===== config.mk =====
export PLATFORM = sky130hd
export DESIGN_NAME = memory_interface
export DESIGN_NICKNAME = d
export VERILOG_FILES = /design/src/rtl/mem_if_pkg.sv /design/src/rtl/mem_wait_counter.sv /design/src/rtl/memory_interface.sv
export SDC_FILE = /design/constraint.sdc
export NUM_CORES = 1
export LEC_CHECK = 0
export ABC_AREA = 1
export CORE_MARGIN = 4
export CORE_UTILIZATION = 37
export CTS_CLUSTER_DIAMETER = 60
export DETAILED_ROUTE_END_ITERATION = 7
export GPL_TIMING_DRIVEN = 0
export PLACE_DENSITY = 0.8
export SYNTH_ARGS = -nofsm -noshare
export SYNTH_HDL_FRONTEND = slang
export SYNTH_HIERARCHICAL = 1
export SYNTH_SLANG_ARGS = --single-unit

===== constraint.sdc =====
create_clock -name clock -period 1.58 [get_ports clock]
set_input_delay 0.237 -clock clock [delete_from_list [all_inputs] [get_ports clock]]
set_output_delay 0.237 -clock clock [all_outputs]
set_load 0.03 [all_outputs]

===== src/rtl/mem_if_pkg.sv =====
// Shared definitions for the memory interface: default parameters, FSM state
// encoding and a small state-classification helper.
package mem_if_pkg;

    localparam int ADDR_WIDTH_DEF = 9;
    localparam int TIMEOUT_DEF    = 15;

    typedef enum logic [2:0] {
        IDLE  = 3'd0,
        READ  = 3'd1,
        WRITE = 3'd2,
        LOAD  = 3'd3,
        DONE  = 3'd4
    } mem_state_e;

    // True while the RAM is being accessed and we may be waiting on ram_ready.
    function automatic logic is_access_state(input mem_state_e st);
        return (st == READ) || (st == WRITE);
    endfunction

endpackage


===== src/rtl/mem_wait_counter.sv =====
// Wait-cycle counter for the memory interface timeout (used only when
// MEMIF_TIMEOUT_EN is defined). Counts enabled cycles; 'expired' is high
// during the TIMEOUT-th consecutive enabled cycle.
module mem_wait_counter
    import mem_if_pkg::*;
#(
    parameter int TIMEOUT = TIMEOUT_DEF
) (
    input  logic clock,
    input  logic clear,
    input  logic enable,
    output logic expired
);

    // Width only needs to hold 0..TIMEOUT-1: the count restarts on expiry.
    localparam int CW = (TIMEOUT > 1) ? $clog2(TIMEOUT) : 1;
    localparam logic [CW-1:0] LAST = CW'(TIMEOUT - 1);

    logic [CW-1:0] count_d;
    logic [CW-1:0] count_q;

    assign expired = enable && (count_q == LAST);

    // Next count: advance while waiting, restart when idle or on expiry.
    always_comb begin
        count_d = '0;
        if (enable && !expired) begin
            count_d = count_q + CW'(1);
        end else begin
            count_d = '0;
        end
    end

    // Count register with synchronous clear.
    always_ff @(posedge clock) begin
        if (clear) begin
            count_q <= '0;
        end else begin
            count_q <= count_d;
        end
    end

endmodule


===== src/rtl/memory_interface.sv =====
// Memory interface between the CPU control unit (MAR/MDR) and a RAM with a
// ready handshake. FSM: IDLE -> READ -> LOAD -> DONE or IDLE -> WRITE -> DONE.
// All outputs are registered, decoded from the next state.
// Optional feature: define MEMIF_TIMEOUT_EN to abort a RAM access after
// TIMEOUT cycles without ram_ready (done with error=1).
module memory_interface
    import mem_if_pkg::*;
#(
    parameter int ADDR_WIDTH = ADDR_WIDTH_DEF,
    parameter int TIMEOUT    = TIMEOUT_DEF
) (
    input  logic                  clock,
    input  logic                  clear,
    input  logic                  mem_read,
    input  logic                  mem_write,
    input  logic [31:0]           MARout,
    input  logic [31:0]           MDRout,
    output logic [31:0]           Mdatain,
    output logic                  Read,
    output logic                  MDRload,
    output logic                  busy,
    output logic                  done,
    output logic                  error,
    output logic [ADDR_WIDTH-1:0] ram_addr,
    output logic [31:0]           ram_wdata,
    input  logic [31:0]           ram_rdata,
    output logic                  ram_en,
    output logic                  ram_we,
    input  logic                  ram_ready
);

    mem_state_e            state_d, state_q;
    logic [ADDR_WIDTH-1:0] addr_d, addr_q;
    logic [31:0]           wdata_d, wdata_q;
    logic [31:0]           data_d, data_q;
    logic                  read_d, read_q;
    logic                  mdrload_d, mdrload_q;
    logic                  busy_d, busy_q;
    logic                  done_d, done_q;
    logic                  ram_en_d, ram_en_q;
    logic                  ram_we_d, ram_we_q;
    logic                  expired_s;

    // Only the low ADDR_WIDTH address bits select a RAM word.
    logic unused_mar_s;
    assign unused_mar_s = ^MARout[31:ADDR_WIDTH];

`ifdef MEMIF_TIMEOUT_EN
    logic err_d, err_q;
    logic wait_en_s;

    assign wait_en_s = is_access_state(state_q);

    mem_wait_counter #(
        .TIMEOUT (TIMEOUT)
    ) u_wait_counter (
        .clock   (clock),
        .clear   (clear),
        .enable  (wait_en_s),
        .expired (expired_s)
    );

    // Error flag register, high only in the DONE cycle of a timed-out access.
    always_ff @(posedge clock) begin
        if (clear) begin
            err_q <= 1'b0;
        end else begin
            err_q <= err_d;
        end
    end

    assign error = err_q;
`else
    // Without the timeout feature an access waits for ram_ready forever.
    localparam int unused_timeout_p = TIMEOUT;
    assign expired_s = 1'b0;
    assign error     = 1'b0;
`endif

    // Next-state logic plus address/data latches; requests outside IDLE are dropped.
    always_comb begin
        state_d = state_q;
        addr_d  = addr_q;
        wdata_d = wdata_q;
        data_d  = data_q;
`ifdef MEMIF_TIMEOUT_EN
        err_d   = 1'b0;
`endif
        case (state_q)
            IDLE: begin
                if (mem_read) begin
                    addr_d  = MARout[ADDR_WIDTH-1:0];
                    state_d = READ;
                end else if (mem_write) begin
                    addr_d  = MARout[ADDR_WIDTH-1:0];
                    wdata_d = MDRout;
                    state_d = WRITE;
                end else begin
                    state_d = IDLE;
                end
            end
            READ: begin
                if (ram_ready) begin
                    data_d  = ram_rdata;
                    state_d = LOAD;
                end else if (expired_s) begin
                    state_d = DONE;
`ifdef MEMIF_TIMEOUT_EN
                    err_d   = 1'b1;
`endif
                end else begin
                    state_d = READ;
                end
            end
            WRITE: begin
                if (ram_ready) begin
                    state_d = DONE;
                end else if (expired_s) begin
                    state_d = DONE;
`ifdef MEMIF_TIMEOUT_EN
                    err_d   = 1'b1;
`endif
                end else begin
                    state_d = WRITE;
                end
            end
            LOAD: begin
                state_d = DONE;
            end
            DONE: begin
                state_d = IDLE;
            end
            default: begin
                state_d = IDLE;
            end
        endcase
    end

    // Output decode from the next state so the registered outputs line up with the state.
    always_comb begin
        read_d    = (state_d == LOAD);
        mdrload_d = (state_d == LOAD);
        busy_d    = (state_d != IDLE);
        done_d    = (state_d == DONE);
        ram_en_d  = is_access_state(state_d);
        ram_we_d  = (state_d == WRITE);
    end

    // State, latches and output registers; clear abandons any access in flight.
    always_ff @(posedge clock) begin
        if (clear) begin
            state_q   <= IDLE;
            addr_q    <= '0;
            wdata_q   <= 32'h0000_0000;
            data_q    <= 32'h0000_0000;
            read_q    <= 1'b0;
            mdrload_q <= 1'b0;
            busy_q    <= 1'b0;
            done_q    <= 1'b0;
            ram_en_q  <= 1'b0;
            ram_we_q  <= 1'b0;
        end else begin
            state_q   <= state_d;
            addr_q    <= addr_d;
            wdata_q   <= wdata_d;
            data_q    <= data_d;
            read_q    <= read_d;
            mdrload_q <= mdrload_d;
            busy_q    <= busy_d;
            done_q    <= done_d;
            ram_en_q  <= ram_en_d;
            ram_we_q  <= ram_we_d;
        end
    end

    assign Mdatain   = data_q;
    assign Read      = read_q;
    assign MDRload   = mdrload_q;
    assign busy      = busy_q;
    assign done      = done_q;
    assign ram_addr  = addr_q;
    assign ram_wdata = wdata_q;
    assign ram_en    = ram_en_q;
    assign ram_we    = ram_we_q;

endmodule


# == Yosys cells after proc, flatten, opt, wreduce, memory -nomap -nowiden ==
# Index checks and enable logic that the tools add are counted.
# classes
n_mux,7
eq_ne,7
bitwise,1
reduce_logical,7
# ops
operator,n
$mux 9,2
$eq 3x2->1 const B,4
$pmux 3 s4,1
$eq 3x1->1 const B,2
$mux 2,3
$reduce_and 2->1,2
$eq 3x3->1 const B,1
$logic_not 3->1,1
$mux 3,1
$reduce_and 3->1,1
$reduce_bool 3->1,1
$reduce_bool 2->1,1
$logic_or 1x1->1,1
$not 1->1,1
# word_totals
inputBits,101
output_inout_bits,80
ff_bits,81

# == Logic depth before layout (Yosys ltp) ==
# Gate-level depths: netlist (run 1).
# depth
depth_word,5
mapped_depth,6
mapped_depth_nobuf,6

# == Worst setup path before layout (run 1) ==
# OpenSTA, ideal clock, no wires.
# synth_path
path_kind,reg-to-reg
from,register state_q[0]
to,register wdata_q[13] (netlist: ram_wdata[13])
stages_incl_launch_ff,6
setup_time_ns,0.132
setup_slack_ns,0.467
t_arrival_ns,0.980
synth_period_minus_slack_ns,1.113
path_cell_list,dfxtp_1 nor2_2 nand3_2 buf_2 nand2_1 a21oi_1
# synth_via
elab_chain_cells,2
# synth_lines
element,line,source
from (decl),memory_interface.sv:32,"mem_state_e state_d, state_q;"
from (signal assigned),memory_interface.sv:163,state_q <= state_d;
$logic_not 3->1,memory_interface.sv:89,case (state_q)
$reduce_and 3->1 (no source line),--,
to (signal assigned),memory_interface.sv:165,wdata_q <= wdata_d;
to (decl),memory_interface.sv:34,"logic [31:0] wdata_d, wdata_q;"
# No other way between the ends.
# A chain may end at the register's enable or synchronous reset.

# == Final worst setup path (run 1) ==
# layout_path
from,register state_q[1]
to,register wdata_q[6] (netlist: ram_wdata[6])
# Same word-level chain as after synthesis.

==> results.toml, run 1 <==
[clock_network]
clock_latency_ps = 330
cts_tree = "done"
numCtsBuffers = 9
clk_pin_slew_ps = 80
clock-sinks = 81
clock_path_buffers = 2
htree_levels = 3
cts-root-buf = "clkbuf_8"

[detailed_routing]
avgViaCountPerCell = 4.919
remaining_drc_errors = 0
finalWirelength_mm = 9.179
wl_per_cell_um = 14.28
firstDrtPassIters = 4
dr_total_vias = 3163
ant_nets = 0
drtIter0Drc = 118

[die]
initial_core_util = 0.3831
ioPinCount = 181
die_w_um = 97.68
rows = 32
die_h_um = 97.68
die-area_um2 = 9540
core_um2 = 7767

[timing]
hold_viol_final = 0
whs_ps = 232.8
setup_viol = 0
min_period_ps = 1400
period_share = 0.8863
tns_ps = 0
fmax_mhz = 714.1
drv_slew = 0
grt_setup_unrepaired = "no"
final.setup_skew_ps = 7.315

[layout]
fill_cells = 737
fin_nets = 638
drive_gt1_frac = 0.07763
stdcell_area_um2 = 4730
area_delta_synth_final_pct = 58.96
mostFrequentLayoutCell = "dfxtp_1"
final_cell_mix = "dfxtp_1 (81), dlygate4sd2_1 (79), clkdlybuf4s50_1 (75)"
finalNonFillerCells = 643
diodes = 0

[place]
gp_congestion = 0.8405
dp_hpwl_mm = 6.918
placed_cells = 628
portBuffers = 154
dpl-instance-area_um2 = 4644

[status]
status = "complete, no violations"

[min_path]
holdCritPathClass = "primary input to flop"

[critical_path]
cp-end-kind = "flop"
crit_arrival_ps = 1590
slowest_delay_ps = 370
crit_chain = "nor2_4, nand3_2, buf_2, nand2_1, a21oi_1"
crit_family = "simple AND/OR/NAND/NOR gates"
crit_path_start_kind = "flop"
cp_slowest_cell = "dfxtp_1"
cp_num_buf_inv = 1
crit_fanout = 10
crit_required_ps = 1770
worstSetupPathType = "flop to flop"

[power]
powerDensity_nw_per_um2 = 1005
ir_drop_mv = 0.6055
p_leak_nw = 2.213

[grt]
grt_max_degree = 14
overflow = 0
grt_pass1_wl_mm = 14.88
grt_pass1_vias = 3077
antenna_found_initial = 0
grt_util_all_layers = 0.1886

[yosys]
ys_seq_area_frac = 0.5450
synth_area_leaders = "dfxtp_1 (54%), nor2_1 (9.0%), nand4_1 (8.6%), nand2_1 (6.9%), a21oi_1 (6.9%)"
yosysWarnings = 6
synth-main-ff-cell = "dfxtp_1"
synthDominantCellAreaShare = 0.5450
async_flop_share = 0
synth_edf_count = 0
syn_inst = 372
syn_area_per_cell_um2 = 7.998
synth-seq-cells = 81
syn-cell-area_um2 = 2975
syn_nets = 473
synthDistinctLibCells = 17
yosysTopAreaCell = "dfxtp_1"

[run]
cap_violations = 0
## repair_timing
action	in CTS	in global routing
hold buffers	0	0
buffers inserted	0	0
resized for setup	79	0
setup endpoints to repair	79	0
## stage by stage
| step | utilization | worst slack [ps] | power (mW) |
|---|---|---|---|
| 6_report | 0.6089 | 179.6 | 4.753 |
| 5_1_grt | 0.6089 | 76.99 | 4.992 |
| 4_1_cts | 0.6089 | 165.5 | 4.809 |
| 3_5_place_dp | 0.5979 | -101.0 | 3.473 |
| 3_3_place_gp | 0.5979 | -57.13 | 3.455 |
| 2_1_floorplan | - | 467.2 | 2.906 |
## registers in the layout, summed over array words and instances, names as in the netlist
signal and count:
ram_wdata 32, state_q 3, ram_addr 9, done 1, MDRload 1, busy 1, Mdatain 32, ram_en 1
ram_we 1
## cell type report
| cell class | instances | area, um^2 | share of cell area |
|---|---|---|---|
| sequential | 81 | 1622 | 0.3429 |
| timing repair buffer | 154 | 1443 | 0.3050 |
| multi-input combinational | 251 | 1172 | 0.2479 |
| buffer | 31 | 147.6 | 0.03122 |
| tap | 102 | 127.6 | 0.02698 |
| clock buffer | 9 | 123.9 | 0.02619 |
| clock inverter | 6 | 60.06 | 0.01270 |
| inverter | 9 | 33.78 | 0.007143 |
## synthesized netlist by cell type (2+ instances only)
| cell | n |
|---|---|
| nand2_1 | 55 |
| o21ai_0 | 27 |
| nand3_1 | 4 |
| nand3_2 | 3 |
| nor2_2 | 2 |
| buf_2 | 19 |
| inv_1 | 9 |
| clkbuf_1 | 9 |
| a21oi_1 | 41 |
| o21ai_1 | 5 |
| dfxtp_1 | 81 |
| nand4_1 | 41 |
| buf_4 | 2 |
| nor2_1 | 71 |
## per-layer routing
| layer | up-vias | GRT usage | part of all wire |
|---|---|---|---|
| li1 | 1580 | - | - |
| met1 | 1426 | 0.2333 | 0.42 |
| met2 | 143 | 0.3084 | 0.47 |
| met3 | 14 | 0.06748 | 0.10 |
| met4 | 0 | 0.05538 | 0.016 |
| met5 | - | 0 | 0 |
## cells by family (layout without fill, tap and decap cells)
family                 Yosys count  in the layout  share of synthesized area
buffers and inverters           40            209                    0.06097
AND/OR/NAND/NOR                177            177                     0.2700
other                            1              1                   0.001260
AO/OA/AOI/OAI                   73             73                     0.1228
flip-flops                      81             81                     0.5450
## worst reg2reg max path, delay by kind of cell, from the launching register on
kind | cells | cell delay (ps)
flip-flops | 1 | 370
AO/OA/AOI/OAI | 1 | 70
AND/OR/NAND/NOR | 3 | 590
buffers and inverters | 1 | 240
## path summary, 6_finish.rpt
path                             start                          to  slack, ps  cells past startpoint
max reg2reg      state_q[1]$_SDFF_PP0_   ram_wdata[6]$_SDFFE_PP0P_        180                      5
min reg2reg  ram_wdata[1]$_SDFFE_PP0P_   ram_wdata[1]$_SDFFE_PP0P_        460                      2
min                              clear  ram_wdata[25]$_SDFFE_PP0P_        230                      2
max              state_q[1]$_SDFF_PP0_   ram_wdata[6]$_SDFFE_PP0P_        180                      5
## power by group
part	switching, mW	internal, mW
registers	0.0681	2.18
clock network	0.714	0.713
logic	0.653	0.424
total	1.43	3.32
(Power assumes the default switching activity.)
==> run 2, diff against run 1 <==
--- a/config.mk
+++ b/config.mk
@@ -5,13 +5,12 @@
 export SDC_FILE = /design/constraint.sdc
 export NUM_CORES = 1
 export LEC_CHECK = 0
-export ABC_AREA = 1
 export CORE_MARGIN = 4
-export CORE_UTILIZATION = 37
+export CORE_UTILIZATION = 39
 export CTS_CLUSTER_DIAMETER = 60
 export DETAILED_ROUTE_END_ITERATION = 7
 export GPL_TIMING_DRIVEN = 0
-export PLACE_DENSITY = 0.8
+export PLACE_DENSITY = 0.81
 export SYNTH_ARGS = -nofsm -noshare
 export SYNTH_HDL_FRONTEND = slang
 export SYNTH_HIERARCHICAL = 1
==> run 2 against run 1 <==
Compared with the run above:
- cell count decreased by 1.4%
- via count decreased by 6.6%
- clock power rose by 10%
- die area grew 5.2%
- critical path depth rose by 1
- synthesized area grew 11%
- critical endpoint is now ram_wdata[17]$_SDFFE_PP0P_
- largest cell class is now buffers
- largest power group unchanged
==> results.toml, run 2 <==
[status]
status = "complete, no violations"

[place]
placed_cells = 616
dp_hpwl_mm = 6.787
portBuffers = 155
gp_congestion = 0.7976
pre_cts_slack_ps = -334.2

[yosys]
syn_area_per_cell_um2 = 9.307
syn_inst = 356
synth_most_common_cell = "nand2b_1"
synthDominantCellAreaShare = 0.4894
synth_edf_count = 0
ys_seq_area_frac = 0.4894
synth-main-ff-cell = "dfxtp_1"
syn_nets = 457
synthDistinctLibCells = 24
synth_commonest_cells = "nand2b_1 (83), dfxtp_1 (81), nand2_1 (64)"
synth_area_leaders = "dfxtp_1 (49%), nand2b_1 (16%), mux2i_1 (12%), nand2_1 (7.3%), a21oi_1 (4.8%)"
synth-seq-cells = 81
syn-cell-area_um2 = 3313
yosysTopAreaCell = "dfxtp_1"
async_flop_share = 0
yosysWarnings = 6

[die]
die_h_um = 100.2
die-area_um2 = 10030
die_w_um = 100.2
rows = 33
initial_core_util = 0.4012
ioPinCount = 181
core_um2 = 8258

[layout]
finalNonFillerCells = 634
final_core_util = 0.6206
drive_gt1_frac = 0.06994
fin_nets = 625
area_delta_synth_final_pct = 54.68
diodes = 0
final_cell_mix = "nand2b_1 (83), dfxtp_1 (81), dlygate4sd2_1 (79)"
mostFrequentLayoutCell = "nand2b_1"

[detailed_routing]
wl_per_cell_um = 13.87
firstDrtPassIters = 4
ant_nets = 0
dr_total_vias = 2953
remaining_drc_errors = 0
drtIter0Drc = 73
finalWirelength_mm = 8.796
avgViaCountPerCell = 4.658

[grt]
grt_util_all_layers = 0.1743
grt_pass1_vias = 2976
overflow = 0
grt_max_degree = 16
grt_pass1_wl_mm = 14.15
antenna_found_initial = 0

[critical_path]
crit_chain = "clkdlybuf4s50_1, nand2b_1, nor4_4, buf_4, buf_6, mux2i_1"
worstSetupStartpoint = "mem_read"
slowest_delay_ps = 460
crit_path_start_kind = "primary input"
crit_arrival_ps = 1750
crit_family = "buffers and inverters"
cp-end-kind = "flop"
crit_required_ps = 1850
crit_fanout = 10
cp_slowest_cell = "clkdlybuf4s50_1"
worstSetupPathType = "primary input to flop"
cp_num_buf_inv = 3
r2r_start = "state_q[1]$_SDFF_PP0_"

[power]
p_leak_nw = 2.244
powerDensity_nw_per_um2 = 932.6
ir_drop_mv = 0.4403

[clock_network]
htree_levels = 3
cts_tree = "done"
numCtsBuffers = 9
clock_path_buffers = 2
cts_hold_buf = 0
clk_pin_slew_ps = 90
cts-root-buf = "clkbuf_8"
clock-sinks = 81
clock_latency_ps = 350

[timing]
setup_viol = 0
drv_slew = 0
final.setup_skew_ps = 12.14
hold_viol_final = 0
fmax_mhz = 674.6
min_period_ps = 1482
fin_ws_ps = 97.66
period_share = 0.9382

[run]
cap_violations = 0

[min_path]
worstHoldStart = "ram_rdata[16]"
holdCritPathClass = "primary input to flop"
==> run 2: kinds of logic (layout without fill, tap and decap cells) <==
group	Yosys count	after routing	synth area share
buf+inv	29	202	0.05325
compound gates	38	38	0.06042
xor+xnor	1	1	0.002644
mux	42	42	0.1273
simple gates	164	164	0.2659
flops	81	81	0.4894
other cells	1	1	0.001132
==> run 2: power by group <==
group          internal (mW)  switching, mW
Clock                  0.795          0.785
Sequential              2.16         0.0583
Combinational          0.465          0.518
Total                   3.42           1.36
==> run 2: path summary, 6_finish.rpt <==
check                               endpoint  slack [ps]  cells past startpoint
hold / removal      Mdatain[16]$_SDFFE_PP0P_         430                      3
setup / recovery  ram_wdata[17]$_SDFFE_PP0P_         100                      6
setup reg to reg    ram_addr[5]$_SDFFE_PP0P_         170                      4
hold reg to reg     Mdatain[26]$_SDFFE_PP0P_         450                      2
==> run 2: worst register-to-register path, stage by stage (launching register included) <==
cell and delay [ps]:
dfxtp_1 360, buf_2 190, nor4_1 300, buf_4 270, mux2i_1 210
==> run 2: stage by stage <==
step	instance area, um^2	hold slack (ps)	setup TNS [ps]	power, mW
global placement	4996	441.5	-11150	3.310
finish	5125	431.6	0	4.779
CTS	5110	413.0	0	4.831
global route	5125	425.3	-16.42	5.010
floorplan	3313	373.0	0	2.832
detailed placement	4996	446.5	-12840	3.331
==> run 2: final cells by class <==
type                    instances  area (um^2)
repair buffers                157         1468
flip-flops and latches         81         1622
fillers                       756         3133
clock buffers                  10        137.6
multi-input cells             246         1515
plain buffers                  29        176.4
clock inverters                 6        75.07
well taps                     105        131.4
==> run 2: routing by layer <==
| layer | global-route usage | vias to the layer above | wire length, um |
|---|---|---|---|
| met3 | 0.06602 | 9 | 842 |
| met1 | 0.2076 | 1350 | 3723 |
| met2 | 0.2936 | 112 | 4158 |
| li1 | - | 1482 | - |
| met5 | 0 | - | 0 |
| met4 | 0.04870 | 0 | 72 |
==> run 2: timing repair <==
action | in CTS | in global routing
cloned | 0 | 0
pin swaps | 0 | 1
gates resized for setup | 79 | 0
setup endpoints to repair | 79 | 30
buffers inserted | 0 | 2
